==> src/rtl/MD_pkg.sv <==
// Shared molecular-dynamics definitions: cell-coordinate widths and
// relative neighbour-cell codes used by the neighbour-ID pipeline.
package MD_pkg;

  localparam int unsigned GLOBAL_CELL_ID_WIDTH = 3;
  localparam int unsigned NUM_CELL_FOLDS       = 1;
  localparam int unsigned CELL_ID_WIDTH        = 2;

  typedef logic [CELL_ID_WIDTH-1:0] nb_cid_t;

  localparam nb_cid_t NB_CID_NONE  = 2'b00;
  localparam nb_cid_t NB_CID_MINUS = 2'b01;
  localparam nb_cid_t NB_CID_HOME  = 2'b10;
  localparam nb_cid_t NB_CID_PLUS  = 2'b11;

  // Per-axis codes packed {z, y, x}
  typedef nb_cid_t [2:0] nb_cid_3d_t;

endpackage

==> src/rtl/compute_nb_cid_3d_pipe_axis_classify.sv <==
// Combinational per-axis classifier: turns the wrapped distance from the
// home cell into a minus/home/plus/none code and flags out-of-range inputs.
module nb_cid_axis_classify
  import MD_pkg::*;
#(
  parameter int unsigned GCELL_W = GLOBAL_CELL_ID_WIDTH,
  parameter int unsigned DIM     = 4
) (
  input  logic [GCELL_W-1:0]       src,
  input  logic [GCELL_W-1:0]       home,
  input  logic [GCELL_W:0]         d,
  output logic [CELL_ID_WIDTH-1:0] code_c,
  output logic                     range_err_c
);

  localparam logic [GCELL_W:0] D_ONE  = (GCELL_W+1)'(1);
  localparam logic [GCELL_W:0] D_LAST = (GCELL_W+1)'(DIM - 1);

  // Priority home > plus > minus, so DIM==1 is always home and DIM==2 prefers plus
  always_comb begin
    code_c      = NB_CID_NONE;
    range_err_c = (32'(src) >= DIM) || (32'(home) >= DIM);
    if (range_err_c)         code_c = NB_CID_NONE;
    else if (d == '0)        code_c = NB_CID_HOME;
    else if (d == D_ONE)     code_c = NB_CID_PLUS;
    else if (d == D_LAST)    code_c = NB_CID_MINUS;
  end

endmodule

==> src/rtl/compute_nb_cid_3d_pipe.sv <==
// Two-stage valid/ready pipeline mapping a source particle's global 3D cell
// coordinate to per-axis relative neighbour codes around a selectable home
// cell (fold), with wrap-around and non-neighbour flagging.
// Optional statistics counter o_non_nb_cnt: define COMPUTE_NB_CID_STATS_EN.
module compute_nb_cid_3d_pipe
  import MD_pkg::*;
#(
  parameter int unsigned GCELL_W   = GLOBAL_CELL_ID_WIDTH,
  parameter int unsigned NUM_FOLDS = NUM_CELL_FOLDS,
  parameter int unsigned FOLD_W    = (NUM_FOLDS > 1) ? $clog2(NUM_FOLDS) : 1,
  parameter int unsigned DIM_X     = 4,
  parameter int unsigned DIM_Y     = 4,
  parameter int unsigned DIM_Z     = 4,
  parameter logic [NUM_FOLDS-1:0][2:0][GCELL_W-1:0] HOME_GCID = '0,
  parameter int unsigned TAG_W     = 8
) (
  input  logic                       clk,
  input  logic                       rst,
  input  logic                       i_valid,
  output logic                       o_ready,
  input  logic [3*GCELL_W-1:0]       i_source_gcid,
  input  logic [FOLD_W-1:0]          i_fold_id,
  input  logic [TAG_W-1:0]           i_tag,
  output logic                       o_valid,
  input  logic                       i_ready,
  output logic [3*CELL_ID_WIDTH-1:0] o_nb_cid,
  output logic [TAG_W-1:0]           o_tag,
  output logic                       o_non_nb,
  output logic                       o_err_sticky
`ifdef COMPUTE_NB_CID_STATS_EN
  ,
  output logic [15:0]                o_non_nb_cnt
`endif
);

  localparam logic [2:0][31:0] DIM_V = {32'(DIM_Z), 32'(DIM_Y), 32'(DIM_X)};

  logic adv1_c, adv2_c;
  logic fold_ok_c;
  logic [2:0][GCELL_W-1:0] src_c, home_c;
  logic [2:0][GCELL_W:0]   d_c;

  logic                    v1;
  logic [2:0][GCELL_W-1:0] s1_src, s1_home;
  logic [2:0][GCELL_W:0]   s1_d;
  logic                    s1_fold_err;
  logic [TAG_W-1:0]        s1_tag;

  nb_cid_3d_t cls_code_c, nb_next_c;
  logic [2:0] cls_rerr_c;
  logic       non_nb_next_c, err_next_c;

  // Stage advance: a stage may load when it is empty or its contents move on
  assign adv2_c  = !o_valid || i_ready;
  assign adv1_c  = !v1 || adv2_c;
  assign o_ready = adv1_c;
  assign src_c   = i_source_gcid;

  // Home-cell select; an illegal fold falls back to fold 0
  always_comb begin
    fold_ok_c = (32'(i_fold_id) < NUM_FOLDS);
    home_c    = HOME_GCID[0];
    for (int unsigned f = 1; f < NUM_FOLDS; f++) begin
      if (fold_ok_c && (32'(i_fold_id) == f)) home_c = HOME_GCID[FOLD_W'(f)];
    end
  end

  for (genvar a = 0; a < 3; a++) begin : g_axis
    logic [GCELL_W:0] d_a;

    // Wrapped distance (src - home) mod DIM, one bit wider to hold src + DIM
    always_comb begin
      if (src_c[a] >= home_c[a]) d_a = {1'b0, src_c[a]} - {1'b0, home_c[a]};
      else d_a = {1'b0, src_c[a]} + (GCELL_W+1)'(DIM_V[a]) - {1'b0, home_c[a]};
    end
    assign d_c[a] = d_a;

    nb_cid_axis_classify #(
      .GCELL_W (GCELL_W),
      .DIM     (DIM_V[a])
    ) u_cls (
      .src         (s1_src[a]),
      .home        (s1_home[a]),
      .d           (s1_d[a]),
      .code_c      (cls_code_c[a]),
      .range_err_c (cls_rerr_c[a])
    );
  end

  // Final codes: illegal fold forces every axis to none
  always_comb begin
    nb_next_c     = cls_code_c;
    non_nb_next_c = 1'b0;
    err_next_c    = s1_fold_err || (|cls_rerr_c);
    if (s1_fold_err) nb_next_c = {NB_CID_NONE, NB_CID_NONE, NB_CID_NONE};
    for (int a = 0; a < 3; a++) begin
      if (nb_next_c[a] == NB_CID_NONE) non_nb_next_c = 1'b1;
    end
  end

  // Stage 1: capture request, selected home and wrapped distance
  always_ff @(posedge clk or posedge rst) begin
    if (rst) begin
      v1          <= 1'b0;
      s1_src      <= '0;
      s1_home     <= '0;
      s1_d        <= '0;
      s1_fold_err <= 1'b0;
      s1_tag      <= '0;
    end else if (adv1_c) begin
      v1 <= i_valid;
      if (i_valid) begin
        s1_src      <= src_c;
        s1_home     <= home_c;
        s1_d        <= d_c;
        s1_fold_err <= !fold_ok_c;
        s1_tag      <= i_tag;
      end
    end
  end

  // Stage 2: registered result, held while downstream stalls
  always_ff @(posedge clk or posedge rst) begin
    if (rst) begin
      o_valid      <= 1'b0;
      o_nb_cid     <= '0;
      o_tag        <= '0;
      o_non_nb     <= 1'b0;
      o_err_sticky <= 1'b0;
    end else if (adv2_c) begin
      o_valid <= v1;
      if (v1) begin
        o_nb_cid <= nb_next_c;
        o_tag    <= s1_tag;
        o_non_nb <= non_nb_next_c;
        if (err_next_c) o_err_sticky <= 1'b1;
      end
    end
  end

`ifdef COMPUTE_NB_CID_STATS_EN
  // Saturating count of delivered non-neighbour results
  always_ff @(posedge clk or posedge rst) begin
    if (rst) begin
      o_non_nb_cnt <= '0;
    end else if (o_valid && i_ready && o_non_nb && (o_non_nb_cnt != 16'hFFFF)) begin
      o_non_nb_cnt <= o_non_nb_cnt + 16'd1;
    end
  end
`endif

endmodule

==> config.mk <==
export PLATFORM = sky130hd
export DESIGN_NAME = compute_nb_cid_3d_pipe
export DESIGN_NICKNAME = d
export VERILOG_FILES = /design/src/rtl/MD_pkg.sv /design/src/rtl/compute_nb_cid_3d_pipe_axis_classify.sv /design/src/rtl/compute_nb_cid_3d_pipe.sv
export SDC_FILE = /design/constraint.sdc
export NUM_CORES = 1
export LEC_CHECK = 0
export BUFFER_PORTS_ARGS = -buffer_cell sky130_fd_sc_hd__buf_2
export CAP_MARGIN = 40
export CORE_MARGIN = 4
export CORE_UTILIZATION = 50
export CTS_BUF_LIST = sky130_fd_sc_hd__clkbuf_4 sky130_fd_sc_hd__clkbuf_8 sky130_fd_sc_hd__clkbuf_16
export CTS_CLUSTER_DIAMETER = 80
export DETAILED_ROUTE_END_ITERATION = 10
export PLACE_DENSITY = 0.77
export SLEW_MARGIN = 40
export SYNTH_ARGS = -nofsm -noshare
export SYNTH_HDL_FRONTEND = slang
export SYNTH_SLANG_ARGS = --single-unit
==> constraint.sdc <==
create_clock -name clk -period 1.8 [get_ports clk]
set_input_delay 0.36 -clock clk [delete_from_list [all_inputs] [get_ports clk]]
set_output_delay 0.36 -clock clk [all_outputs]
set_load 0.02 [all_outputs]
Yosys cells after proc, flatten, opt, wreduce, memory -nomap -nowiden. Index checks and enable logic that the tools add are counted. W data, S select, Z words.

Register bits: 48. Output and inout bits: 18.

Add/sub/neg operators: 3. Order comparisons: 7. Reductions and logical operators: 16. Multiplexer cells: 19. Equality and inequality tests: 6.

Operator list (number): $mux W2 (9); $add A3 B3 Y4 const B (3); $eq A4 B1 Y1 const B (3); $eq A4 B2 Y1 const B (3); $logic_not A4 Y1 (3); $mux W4 (3); $ge A3 B1 Y1 const B (3); $ge A3 B3 Y1 const B (3); $logic_not A2 Y1 (3); $mux W1 (6); $mux W6 (1); $reduce_and A2 Y1 (2); $logic_not A1 Y1 (3); $logic_or A1 B1 Y1 (3); $reduce_and A3 Y1 (1); $reduce_or A3 Y1 (1); $lt A1 B1 Y1 const B (1).

Depth between registers and ports, before layout. Gate-level depths: netlist (run 1).

Word-level depth: 10. Depth in mapped cells: 4. Gate-level depth less buffers: 3.

By module. From an unflattened synthesis (run 1), not the netlist that was laid out.

Cell total of the unflattened synthesis: 102. Area, all modules: 1564.0 sq um.

Modules (own cells, without submodules): compute_nb_cid_3d_pipe (area each 1470.2 sq um, seq. area each 900.9 sq um, cells each 90, times used 1); nb_cid_axis_classify (area each 31.3 sq um, seq. area each 0.0 sq um, cells each 4, times used 3).

Worst setup path before layout (run 1). No wires, ideal clock.

Kind: reg-to-reg. From: register o_valid. To: register s1_d[10] (netlist name). Period minus slack after synthesis: 1403 ps. Data arrival time: 1278 ps. Stages on the path, launching flop included: 5. Setup slack: 397 ps. Setup time: 125 ps. Path buffers: 1. Path through: dfrtp_1 > nand3b_4 > nand2_4 > buf_8 > mux2_4.

Word-level cells in the longest chain between the ends: 4.

Ends and longest elaborated chain: start, declared (RTL line compute_nb_cid_3d_pipe.sv:24) `output logic o_valid,`; start signal, assigned (RTL line compute_nb_cid_3d_pipe.sv:131) `o_valid <= v1;`; $logic_not A1 Y1 (RTL line compute_nb_cid_3d_pipe.sv:54) `assign adv2_c = !o_valid || i_ready;`; $logic_or A1 B1 Y1 (RTL line compute_nb_cid_3d_pipe.sv:54); $logic_or A1 B1 Y1 (RTL line compute_nb_cid_3d_pipe.sv:55) `assign adv1_c = !v1 || adv2_c;`; via o_ready (RTL line compute_nb_cid_3d_pipe.sv:20) `output logic o_ready,`; $reduce_and A2 Y1 (no source line); end signal, assigned (RTL line compute_nb_cid_3d_pipe.sv:107) `s1_d <= '0;`; end signal, assigned (RTL line compute_nb_cid_3d_pipe.sv:115) `s1_d <= d_c;`; end, declared (RTL line compute_nb_cid_3d_pipe.sv:45) `logic [2:0][GCELL_W:0] s1_d;`.

The timed path passes the listed nets, and every way through them passes these cells. A chain may end at the register's enable or synchronous reset.

Final worst setup path (run 1).
From: register o_valid. To: output port o_ready.

Word-level cells in the longest chain between the ends: 3.

Ends and longest elaborated chain (RTL line): $logic_not A1 Y1 (compute_nb_cid_3d_pipe.sv:54); $logic_or A1 B1 Y1 (compute_nb_cid_3d_pipe.sv:54); $logic_or A1 B1 Y1 (compute_nb_cid_3d_pipe.sv:55); end, declared (compute_nb_cid_3d_pipe.sv:20).

Every way passes these cells.

==> results.sh, run 1 <==
export IMPL_clock_skew_ns=0.00701
export IMPL_syn_inst=91
export IMPL_grtUsageMet1_pct=16.5
export IMPL_met3_usage_pct=7.01
export IMPL_dp_cells=159
export IMPL_hpwlAfterDp_um=1900
export IMPL_setup_violations=0
export IMPL_synthDistinctLibCells=17
export IMPL_synth_largest_area_cell="dfrtp_1"
export IMPL_peakVddDrop_v=0.000519
export IMPL_layout_nets=157
export IMPL_rsz0062_at_grt="no"
export IMPL_p_leak_nw=0.867
export IMPL_placed_cell_area_sq_um=1700
export IMPL_fin_tns_setup_ns=0
export IMPL_drive_above_1_share_pct=63.2
export IMPL_finalHoldViolCount=0
export IMPL_ctsRootBufferMaster="clkbuf_4"
export IMPL_port_buffers=39
export IMPL_fin_ws_ns=0.365
export IMPL_setup_worst_path_end_class="output pin"
export IMPL_layout_commonest_cell="buf_2"
export IMPL_fp_row_count=19
export IMPL_fin_hold_ws_ns=0.0914
export IMPL_num_vias=874
export IMPL_fmax_mhz=697
export IMPL_final_util_pct=63.3
export IMPL_die_y_um=62.5
export IMPL_maxCapViolCount=0
export IMPL_wl_per_cell_um=15.9
export IMPL_wirelength_um=2660
export IMPL_most_common_layout_cells="buf_2 (39), dfrtp_1 (36), mux2_2 (23)"
export IMPL_final_area_sq_um=1780
export IMPL_cts_resized_gates=0
export IMPL_post_place_ws_ns=0.328
export IMPL_grt_busiest_layer="met2"
export IMPL_clk_pin_slew_ns=0.11
export IMPL_postRouteAntennaNets=0
export IMPL_cp_top_family="flip-flops"
export IMPL_synth_area_leaders="dfrtp_1 (61%), mux2_2 (17%), mux2_4 (10%), nand2b_1 (1.7%), nor3b_1 (1.5%)"
export IMPL_hp_class="in -> async"
export IMPL_cts_sinks=36
export IMPL_slew_violations=0
export IMPL_synth_seq_area_share_pct=60.7
export IMPL_path_class="reg -> out"
export IMPL_firstDrtPassIters=4
export IMPL_grt_pass1_wl_um=4530
export IMPL_finalNonFillerCells=167
export IMPL_synth_warnings=0
export IMPL_fin_crit_sh_pct=79.7
export IMPL_num_antenna_cells=0
export IMPL_cp_start_kind="flip-flop"
export IMPL_initialDrtViolationCount=8
export IMPL_antenna_found_initial=0
export IMPL_syn_nets=113
export IMPL_die_w_um=62.5
export IMPL_core_sq_um=2810
export IMPL_path_cells="nand3b_4 > buf_2"
export IMPL_h_tree_depth=2
export IMPL_worst_slew_pin_slew_ns=0.452
export IMPL_drc_errors=0
export IMPL_slowest_stage="dfrtp_1"
export IMPL_crit_fanout=3
export IMPL_status="finished, final reports clean"
export IMPL_viasPerCell=5.23
export IMPL_syn_avg_cell_area_sq_um=16.3
export IMPL_grt_usage_pct=15.1
export IMPL_grt_max_degree=37
export IMPL_ioPinCount=40
export IMPL_clk_insertion_delay_late_ns=0.34
export IMPL_cts_tree="built"
export IMPL_met2_usage_pct=25.4
export IMPL_initial_core_util_pct=52.9
export IMPL_gp_congestion=0.700
export IMPL_cp_num_buf_inv=1
export IMPL_grt_ovfl_total=0
export IMPL_power_mw=2.04
export IMPL_ctsHoldBuffers=0
export IMPL_crit_required_ns=1.44
export IMPL_synthDominantCellAreaShare_pct=60.7
export IMPL_grt_pass1_vias=959
export IMPL_synth_seq_cells=36
export IMPL_arrival_ns=1.08
export IMPL_slowest_delay_ns=0.45
export IMPL_die_area_sq_um=3910
export IMPL_area_delta_synth_final_pct=19.6
export IMPL_synthesis_area_sq_um=1490
export IMPL_p_per_area_nw_per_um2=1150
export IMPL_cts_buffer_depth=2
export IMPL_fin_crit_ns=1.44
export IMPL_post_cts_buffers=0
export IMPL_maxSlewHeadroom_pct=69.8
export IMPL_cts_buffers=5
==> synthesized netlist by cell type (all sizes together) <==
master and n:
nor3 3, nor4 1, nand3b 1, buf 2, nor3b 3, dfrtp 36, mux2 33, inv 2
o2111ai 1, nand2 2, clkbuf 1, nand2b 5, o21bai 1
==> cell families after synthesis <==
logic type	synth area share [%]
buffers and inverters	2.53
AOI/OAI and AO/OA	1.10
muxes	27.5
DFF	60.7
and+or+nand+nor	8.17
==> where the power goes <==
part           switching [mW]  internal (mW)  leakage, nW  total (mW)
clock network           0.280          0.289       0.0412       0.569
registers              0.0910          0.942        0.423        1.03
logic                   0.218          0.221        0.402       0.438
==> tightest hold or removal path, delay by kind of cell <==
kind,cells,cell delay (ns)
buffers and inverters,3,0.52
==> worst paths after layout <==
check                             start            to  slack [ns]  cells after the start
max in group asynchronous           rst       s1_d[8]        1.38                      3
min                                 rst     s1_tag[7]        0.09                      3
max reg2reg                     s1_d[2]      o_non_nb        0.46                      3
min in group clk               i_tag[7]     s1_tag[7]        0.24                      2
max                             o_valid       o_ready        0.36                      2
min reg2reg                o_err_sticky  o_err_sticky        0.50                      1
==> sequential cells by signal, summed over array words and instances (netlist names) <==
register,flops
v1,1
s1_fold_err,1
s1_d,9
o_err_sticky,1
o_tag,8
o_nb_cid,6
o_non_nb,1
s1_tag,8
o_valid,1
==> routing by layer <==
layer	wire (um)	share of wire (%)
met2	1330	50
met5	0	0
met4	46	1.7
met3	167	6.3
met1	1110	42
==> final cells by class <==
| class | count | area, sq um |
|---|---|---|
| inverters | 2 | 7.51 |
| well taps | 31 | 38.8 |
| multi-input cells | 50 | 547 |
| repair buffers | 40 | 203 |
| flip-flops and latches | 36 | 901 |
| fillers | 223 | 1030 |
| clock inverters | 3 | 42.5 |
| clock buffers | 5 | 37.5 |
No activity file was read; power rests on OpenSTA's default activity.
==> run 2, diff against run 1 <==
--- a/config.mk
+++ b/config.mk
@@ -5,14 +5,15 @@
 export SDC_FILE = /design/constraint.sdc
 export NUM_CORES = 1
 export LEC_CHECK = 0
+export ABC_AREA = 1
 export BUFFER_PORTS_ARGS = -buffer_cell sky130_fd_sc_hd__buf_2
 export CAP_MARGIN = 40
 export CORE_MARGIN = 4
-export CORE_UTILIZATION = 50
+export CORE_UTILIZATION = 46
 export CTS_BUF_LIST = sky130_fd_sc_hd__clkbuf_4 sky130_fd_sc_hd__clkbuf_8 sky130_fd_sc_hd__clkbuf_16
 export CTS_CLUSTER_DIAMETER = 80
 export DETAILED_ROUTE_END_ITERATION = 10
-export PLACE_DENSITY = 0.77
+export PLACE_DENSITY = 0.74
 export SLEW_MARGIN = 40
 export SYNTH_ARGS = -nofsm -noshare
 export SYNTH_HDL_FRONTEND = slang
==> constraint.sdc (replaced) <==
create_clock -name clk -period 1.3 [get_ports clk]
set_input_delay 0.26 -clock clk [delete_from_list [all_inputs] [get_ports clk]]
set_output_delay 0.26 -clock clk [all_outputs]
set_load 0.02 [all_outputs]
==> results.sh, run 2 <==
export IMPL_status="finished, final reports clean"
export IMPL_num_vias=1158
export IMPL_hpwlAfterDp_um=2080
export IMPL_layout_commonest_cell="nand2_1"
export IMPL_largest_register_ffs=9
export IMPL_path_cells="buf_6 > buf_6"
export IMPL_peakVddDrop_v=0.000917
export IMPL_slowest_stage="dfrtp_1"
export IMPL_fin_crit_ns=1.27
export IMPL_slowest_delay_ns=0.43
export IMPL_h_tree_depth=2
export IMPL_cp_start_kind="flip-flop"
export IMPL_port_buffers=39
export IMPL_swShare_pct=33.0
export IMPL_fp_row_count=20
export IMPL_firstDrtPassIters=4
export IMPL_async_flop_share_pct=100
export IMPL_die_y_um=65.8
export IMPL_setup_violations=0
export IMPL_clock_skew_ns=0.00472
export IMPL_syn_inst=154
export IMPL_initial_core_util_pct=49.1
export IMPL_maxCapViolCount=0
export IMPL_met3_usage_pct=5.44
export IMPL_grt_max_degree=37
export IMPL_fmax_mhz=789
export IMPL_synthFlopType="dfrtp_1"
export IMPL_clk_insertion_delay_late_ns=0.33
export IMPL_crit_path_frequent_cell="buf_6"
export IMPL_fin_crit_sh_pct=97.5
export IMPL_synth_top_cells_by_count="nand2_1 (41), dfrtp_1 (36), nor2_1 (16)"
export IMPL_most_common_layout_cells="nand2_1 (41), buf_2 (37), dfrtp_1 (36)"
export IMPL_synth_seq_area_share_pct=58.7
export IMPL_postRouteAntennaNets=0
export IMPL_p_seq_share_pct=49.6
export IMPL_cts_buffer_depth=2
export IMPL_setup_worst_path_end_class="output pin"
export IMPL_synth_edf_count=0
export IMPL_fin_hold_ws_ns=0.145
export IMPL_syn_avg_cell_area_sq_um=9.97
export IMPL_clk_pin_slew_ns=0.10
export IMPL_maxSlewHeadroom_pct=70.9
export IMPL_grt_usage_pct=15.7
export IMPL_grt_busiest_layer="met2"
export IMPL_arrival_ns=1.01
export IMPL_largest_register="s1_d"
export IMPL_worst_slew_pin_slew_ns=0.437
export IMPL_cts_sinks=36
export IMPL_gp_congestion=0.795
export IMPL_p_int_mw=1.92
export IMPL_area_delta_synth_final_pct=21.6
export IMPL_hp_class="in -> reg"
export IMPL_switchingPower_mw=0.948
export IMPL_ioPinCount=40
export IMPL_synth_seq_cells=36
export IMPL_p_per_area_nw_per_um2=1540
export IMPL_grt_pass1_wl_um=4990
export IMPL_yosysMostFrequentCell="nand2_1"
export IMPL_p_leak_nw=0.969
export IMPL_placed_cell_area_sq_um=1730
export IMPL_finalHoldViolCount=0
export IMPL_num_antenna_cells=0
export IMPL_layout_nets=224
export IMPL_dp_cells=234
export IMPL_path_class="reg -> out"
export IMPL_cts_tree="built"
export IMPL_met2_usage_pct=22.4
export IMPL_r2r_slack_ns=0.11
export IMPL_die_w_um=65.8
export IMPL_slew_violations=0
export IMPL_rsz0062_at_grt="yes"
export IMPL_grt_pass1_vias=1094
export IMPL_synth_area_leaders="dfrtp_1 (59%), nand2_1 (10%), a21oi_2 (6.3%), nor2_1 (3.9%), inv_1 (3.2%)"
export IMPL_crit_fanout=2
export IMPL_clkPwrFrac_pct=22.6
export IMPL_antenna_found_initial=0
export IMPL_nFillCells=283
export IMPL_top_regs="s1_d (9), o_tag (8), s1_tag (8)"
export IMPL_die_area_sq_um=4330
export IMPL_initialDrtViolationCount=50
export IMPL_viasPerCell=4.71
export IMPL_synthDistinctLibCells=22
export IMPL_synthDominantCellAreaShare_pct=58.7
export IMPL_final_area_sq_um=1870
export IMPL_ctsRootBufferMaster="clkbuf_4"
export IMPL_synth_largest_area_cell="dfrtp_1"
export IMPL_core_sq_um=3130
export IMPL_crit_required_ns=1.04
export IMPL_drive_above_1_share_pct=37.1
export IMPL_wirelength_um=2850
export IMPL_syn_nets=176
export IMPL_cts_buffers=5
export IMPL_synthesis_area_sq_um=1540
export IMPL_wl_per_cell_um=11.6
export IMPL_grtUsageMet1_pct=21.0
export IMPL_combPwrFrac_pct=27.9
export IMPL_finalNonFillerCells=246
export IMPL_grt_ovfl_total=0
export IMPL_synth_warnings=0
export IMPL_drc_errors=0
## run 2: cell types whose count changed in the layout (fill, tap and decap cells not counted), moves of 8 or more
cell / change
nand2_1: +41
mux2_2: -23
nor2_1: +16
a21oi_2: +11
inv_1: +11
mux2_4: -10
nand3_1: +8
## run 2: path summary, 6_finish.rpt
path	endpoint	cells after the start	from
max	o_valid	2	o_valid
min	s1_d[2]	3	i_source_gcid[2]
max reg2reg	o_tag[1]	6	o_valid
min reg2reg	o_err_sticky	1	o_err_sticky
max in group asynchronous	s1_tag[7]	4	rst
min in group asynchronous	o_tag[7]	4	rst
## run 2: per-layer routing
layer,share of wire (%),vias up
met5,0,-
met4,2.1,0
met3,7.4,7
met2,47,36
met1,44,538
li1,-,577
## run 2: timing repair
| item | CTS | global route |
|---|---|---|
| setup endpoints to repair | 1 | 16 |
| resized for setup | 4 | 4 |
| hold buffers | 1 | 0 |
| endpoints found under the hold margin | 27 | 0 |
| pin swaps | 1 | 0 |
| setup buffers | 4 | 0 |
## run 2: power groups by stage
stage          Combinational (mW)  Clock [mW]  Sequential (mW)
2_1_floorplan               0.403           0             1.58
3_3_place_gp                0.733           0             1.43
3_5_place_dp                0.750           0             1.45
4_1_cts                     0.794       0.677             1.43
5_1_grt                     0.892       0.722             1.45
6_report                    0.800       0.648             1.42
## run 2: through the flow
stage | power [mW] | setup WS [ns] | util (%) | setup TNS, ns
after global placement | 2.17 | 0.115 | 55.4 | 0
after CTS | 2.90 | 0.00486 | 59.1 | 0
after global routing | 3.06 | -0.0181 | 59.7 | -0.0201
after detailed placement | 2.20 | 0.0598 | 55.4 | 0
final | 2.87 | 0.0319 | 59.7 | 0
after floorplan | 1.99 | 0.149 | - | 0
## run 2: worst max-delay path: cells and delay by family, from the launching register on
family	cells	cell delay, ns
flops	1	0.43
buf+inv	2	0.25
## run 2: cells by family after synthesis
group / synth area share (%)
AND/OR/NAND/NOR: 19.2
AO/OA/AOI/OAI: 13.2
flip-flops: 58.7
buffers and inverters: 8.88
## run 2: area by class of cell
| type | count | area (sq um) | area share, % |
|---|---|---|---|
| timing repair buffer | 48 | 282 | 15.1 |
| tap | 44 | 55.1 | 2.95 |
| inverter | 14 | 52.6 | 2.82 |
| multi-input combinational | 97 | 512 | 27.4 |
| clock buffer | 7 | 65.1 | 3.49 |
| sequential | 36 | 901 | 48.3 |
==> run 3, diff against run 2 <==
--- a/config.mk
+++ b/config.mk
@@ -9,12 +9,13 @@
 export BUFFER_PORTS_ARGS = -buffer_cell sky130_fd_sc_hd__buf_2
 export CAP_MARGIN = 40
 export CORE_MARGIN = 4
-export CORE_UTILIZATION = 46
+export CORE_UTILIZATION = 47
 export CTS_BUF_LIST = sky130_fd_sc_hd__clkbuf_4 sky130_fd_sc_hd__clkbuf_8 sky130_fd_sc_hd__clkbuf_16
 export CTS_CLUSTER_DIAMETER = 80
 export DETAILED_ROUTE_END_ITERATION = 10
-export PLACE_DENSITY = 0.74
+export PLACE_DENSITY = 0.75
 export SLEW_MARGIN = 40
 export SYNTH_ARGS = -nofsm -noshare
 export SYNTH_HDL_FRONTEND = slang
+export SYNTH_HIERARCHICAL = 1
 export SYNTH_SLANG_ARGS = --single-unit
==> results.sh, run 3 <==
export IMPL_p_leak_nw=1.05
export IMPL_synth_largest_area_cell="dfrtp_1"
export IMPL_synth_warnings=6
export IMPL_grt_pass1_vias=1224
export IMPL_crit_fanout=3
export IMPL_rsz0062_at_grt="yes"
export IMPL_cp_start_kind="flip-flop"
export IMPL_die_w_um=66.5
export IMPL_viasPerCell=4.52
export IMPL_most_common_layout_cells="nand2_1 (67), buf_2 (38), dfrtp_1 (35)"
export IMPL_num_antenna_cells=0
export IMPL_final_area_sq_um=1980
export IMPL_reg2regPathDepth=6
export IMPL_wl_per_cell_um=10.9
export IMPL_syn_avg_cell_area_sq_um=9.14
export IMPL_gp_congestion=0.777
export IMPL_ioPinCount=40
export IMPL_fin_crit_sh_pct=98.7
export IMPL_num_vias=1238
export IMPL_h_tree_depth=2
export IMPL_arrival_ns=1.02
export IMPL_peakVddDrop_v=0.000626
export IMPL_cts_buffer_depth=2
export IMPL_firstDrtPassIters=4
export IMPL_nFillCells=300
export IMPL_fin_crit_ns=1.28
export IMPL_violations="negative hold slack"
export IMPL_setup_violations=0
export IMPL_clock_skew_ns=0.00835
export IMPL_cts_sinks=36
export IMPL_grt_ovfl_total=0
export IMPL_slowest_delay_ns=0.45
export IMPL_cts_tree="built"
export IMPL_setup_worst_path_end_class="output pin"
export IMPL_finalHoldViolCount=6
export IMPL_p_per_area_nw_per_um2=1380
export IMPL_clk_insertion_delay_late_ns=0.34
export IMPL_slowest_stage="dfrtp_2"
export IMPL_yosysMostFrequentCell="nand2_1"
export IMPL_port_buffers=39
export IMPL_fin_tns_setup_ns=0
export IMPL_synth_top_cells_by_count="nand2_1 (67), dfrtp_1 (36), o21ai_2 (13)"
export IMPL_layout_nets=251
export IMPL_postRouteAntennaNets=0
export IMPL_ctsRootBufferMaster="clkbuf_4"
export IMPL_top_regs="o_tag (8), s1_tag (8)"
export IMPL_synth_area_leaders="dfrtp_1 (56%), nand2_1 (16%), o21ai_2 (7.1%), o21a_1 (3.7%), nand3_1 (3.1%)"
export IMPL_syn_inst=176
export IMPL_clk_pin_slew_ns=0.10
export IMPL_grt_usage_pct=16.1
export IMPL_synth_edf_count=0
export IMPL_die_y_um=66.5
export IMPL_drive_above_1_share_pct=36.1
export IMPL_status="finished, violations left"
export IMPL_synthFlopType="dfrtp_1"
export IMPL_path_cells="nand3_4 > buf_6"
export IMPL_placed_cell_area_sq_um=1880
export IMPL_synthDistinctLibCells=17
export IMPL_hpwlAfterDp_um=2260
export IMPL_fp_row_count=20
export IMPL_power_mw=2.72
export IMPL_fmax_mhz=779
export IMPL_die_area_sq_um=4420
export IMPL_drc_errors=0
export IMPL_async_flop_share_pct=100
export IMPL_grt_pass1_wl_um=5230
export IMPL_grt_max_degree=37
export IMPL_slew_violations=0
export IMPL_hp_class="in -> async"
export IMPL_initialDrtViolationCount=42
export IMPL_synthesis_area_sq_um=1610
export IMPL_synthDominantCellAreaShare_pct=56.0
export IMPL_wirelength_um=2990
export IMPL_core_sq_um=3150
export IMPL_maxCapViolCount=0
export IMPL_cts_buffers=5
export IMPL_antenna_found_initial=0
export IMPL_synth_seq_cells=36
export IMPL_fin_hold_ws_ns=-0.00230
export IMPL_path_class="reg -> out"
export IMPL_synth_seq_area_share_pct=56.0
export IMPL_initial_core_util_pct=51.0
export IMPL_area_delta_synth_final_pct=23.1
export IMPL_crit_required_ns=1.04
export IMPL_layout_commonest_cell="nand2_1"
## run 3: timing repair
item / 4_1_cts / 5_1_grt
pin swaps: 1 / 2
gates resized for setup: 4 / 1
buffers inserted: 1 / 1
endpoints found under the setup margin: 1 / 13
endpoints found under the hold margin: 0 / 0
hold buffers: 0 / 0
## run 3: where the power goes
group | switching [mW] | internal [mW] | total [mW]
logic | 0.431 | 0.265 | 0.697
clock network | 0.347 | 0.309 | 0.656
registers | 0.0852 | 1.29 | 1.37
total | 0.864 | 1.86 | 2.72
## run 3: layout make-up
class,instances,area (sq um),area share [%]
multi-input cells,123,619,31.3
clock buffers,8,66.3,3.35
inverters,16,62.6,3.16
repair buffers,47,274,13.8
well taps,44,55.1,2.78
flip-flops and latches,36,902,45.6
## run 3: routing by layer
layer  wire (um)  part of all wire, %  track usage, %
met1        1350                   45            19.3
met2        1380                   46            26.1
met3         178                  6.0            4.22
met4          70                  2.3            9.14
met5           0                    0               0
## run 3: worst max-delay path, delay by kind of cell, from the launching register on
| family | cells | cell delay (ns) |
|---|---|---|
| buffers and inverters | 1 | 0.12 |
| DFF | 1 | 0.45 |
| and+or+nand+nor | 1 | 0.11 |
## run 3: worst paths after layout
kind                              start           end  slack (ns)
max in group asynchronous           rst       o_valid        0.97
min in group clk               i_tag[4]     s1_tag[4]        0.13
max                             o_valid       o_ready        0.02
min reg2reg                o_err_sticky  o_err_sticky        0.47
min                                 rst       s1_d[5]      -0.002
max reg2reg                     o_valid   o_nb_cid[4]        0.05
## run 3: cells by family (layout without fill, tap and decap cells)
kind of cell / Yosys count / after routing / share of synthesized area, %
other: 1 / 6 / 0.233
flip-flops: 36 / 36 / 56.0
AND/OR/NAND/NOR: 95 / 95 / 24.8
AO/OA/AOI/OAI: 22 / 22 / 11.8
buffers and inverters: 22 / 71 / 7.08
## run 3: per-stage QoR
stage	utilization (%)	worst slack (ns)	std cells
after global routing	62.8	-0.0418	274
after CTS	62.5	-0.0107	273
final	62.8	0.0171	274
after floorplan	-	0.120	181
after detailed placement	59.6	0.0871	264
after global placement	59.6	0.0909	264
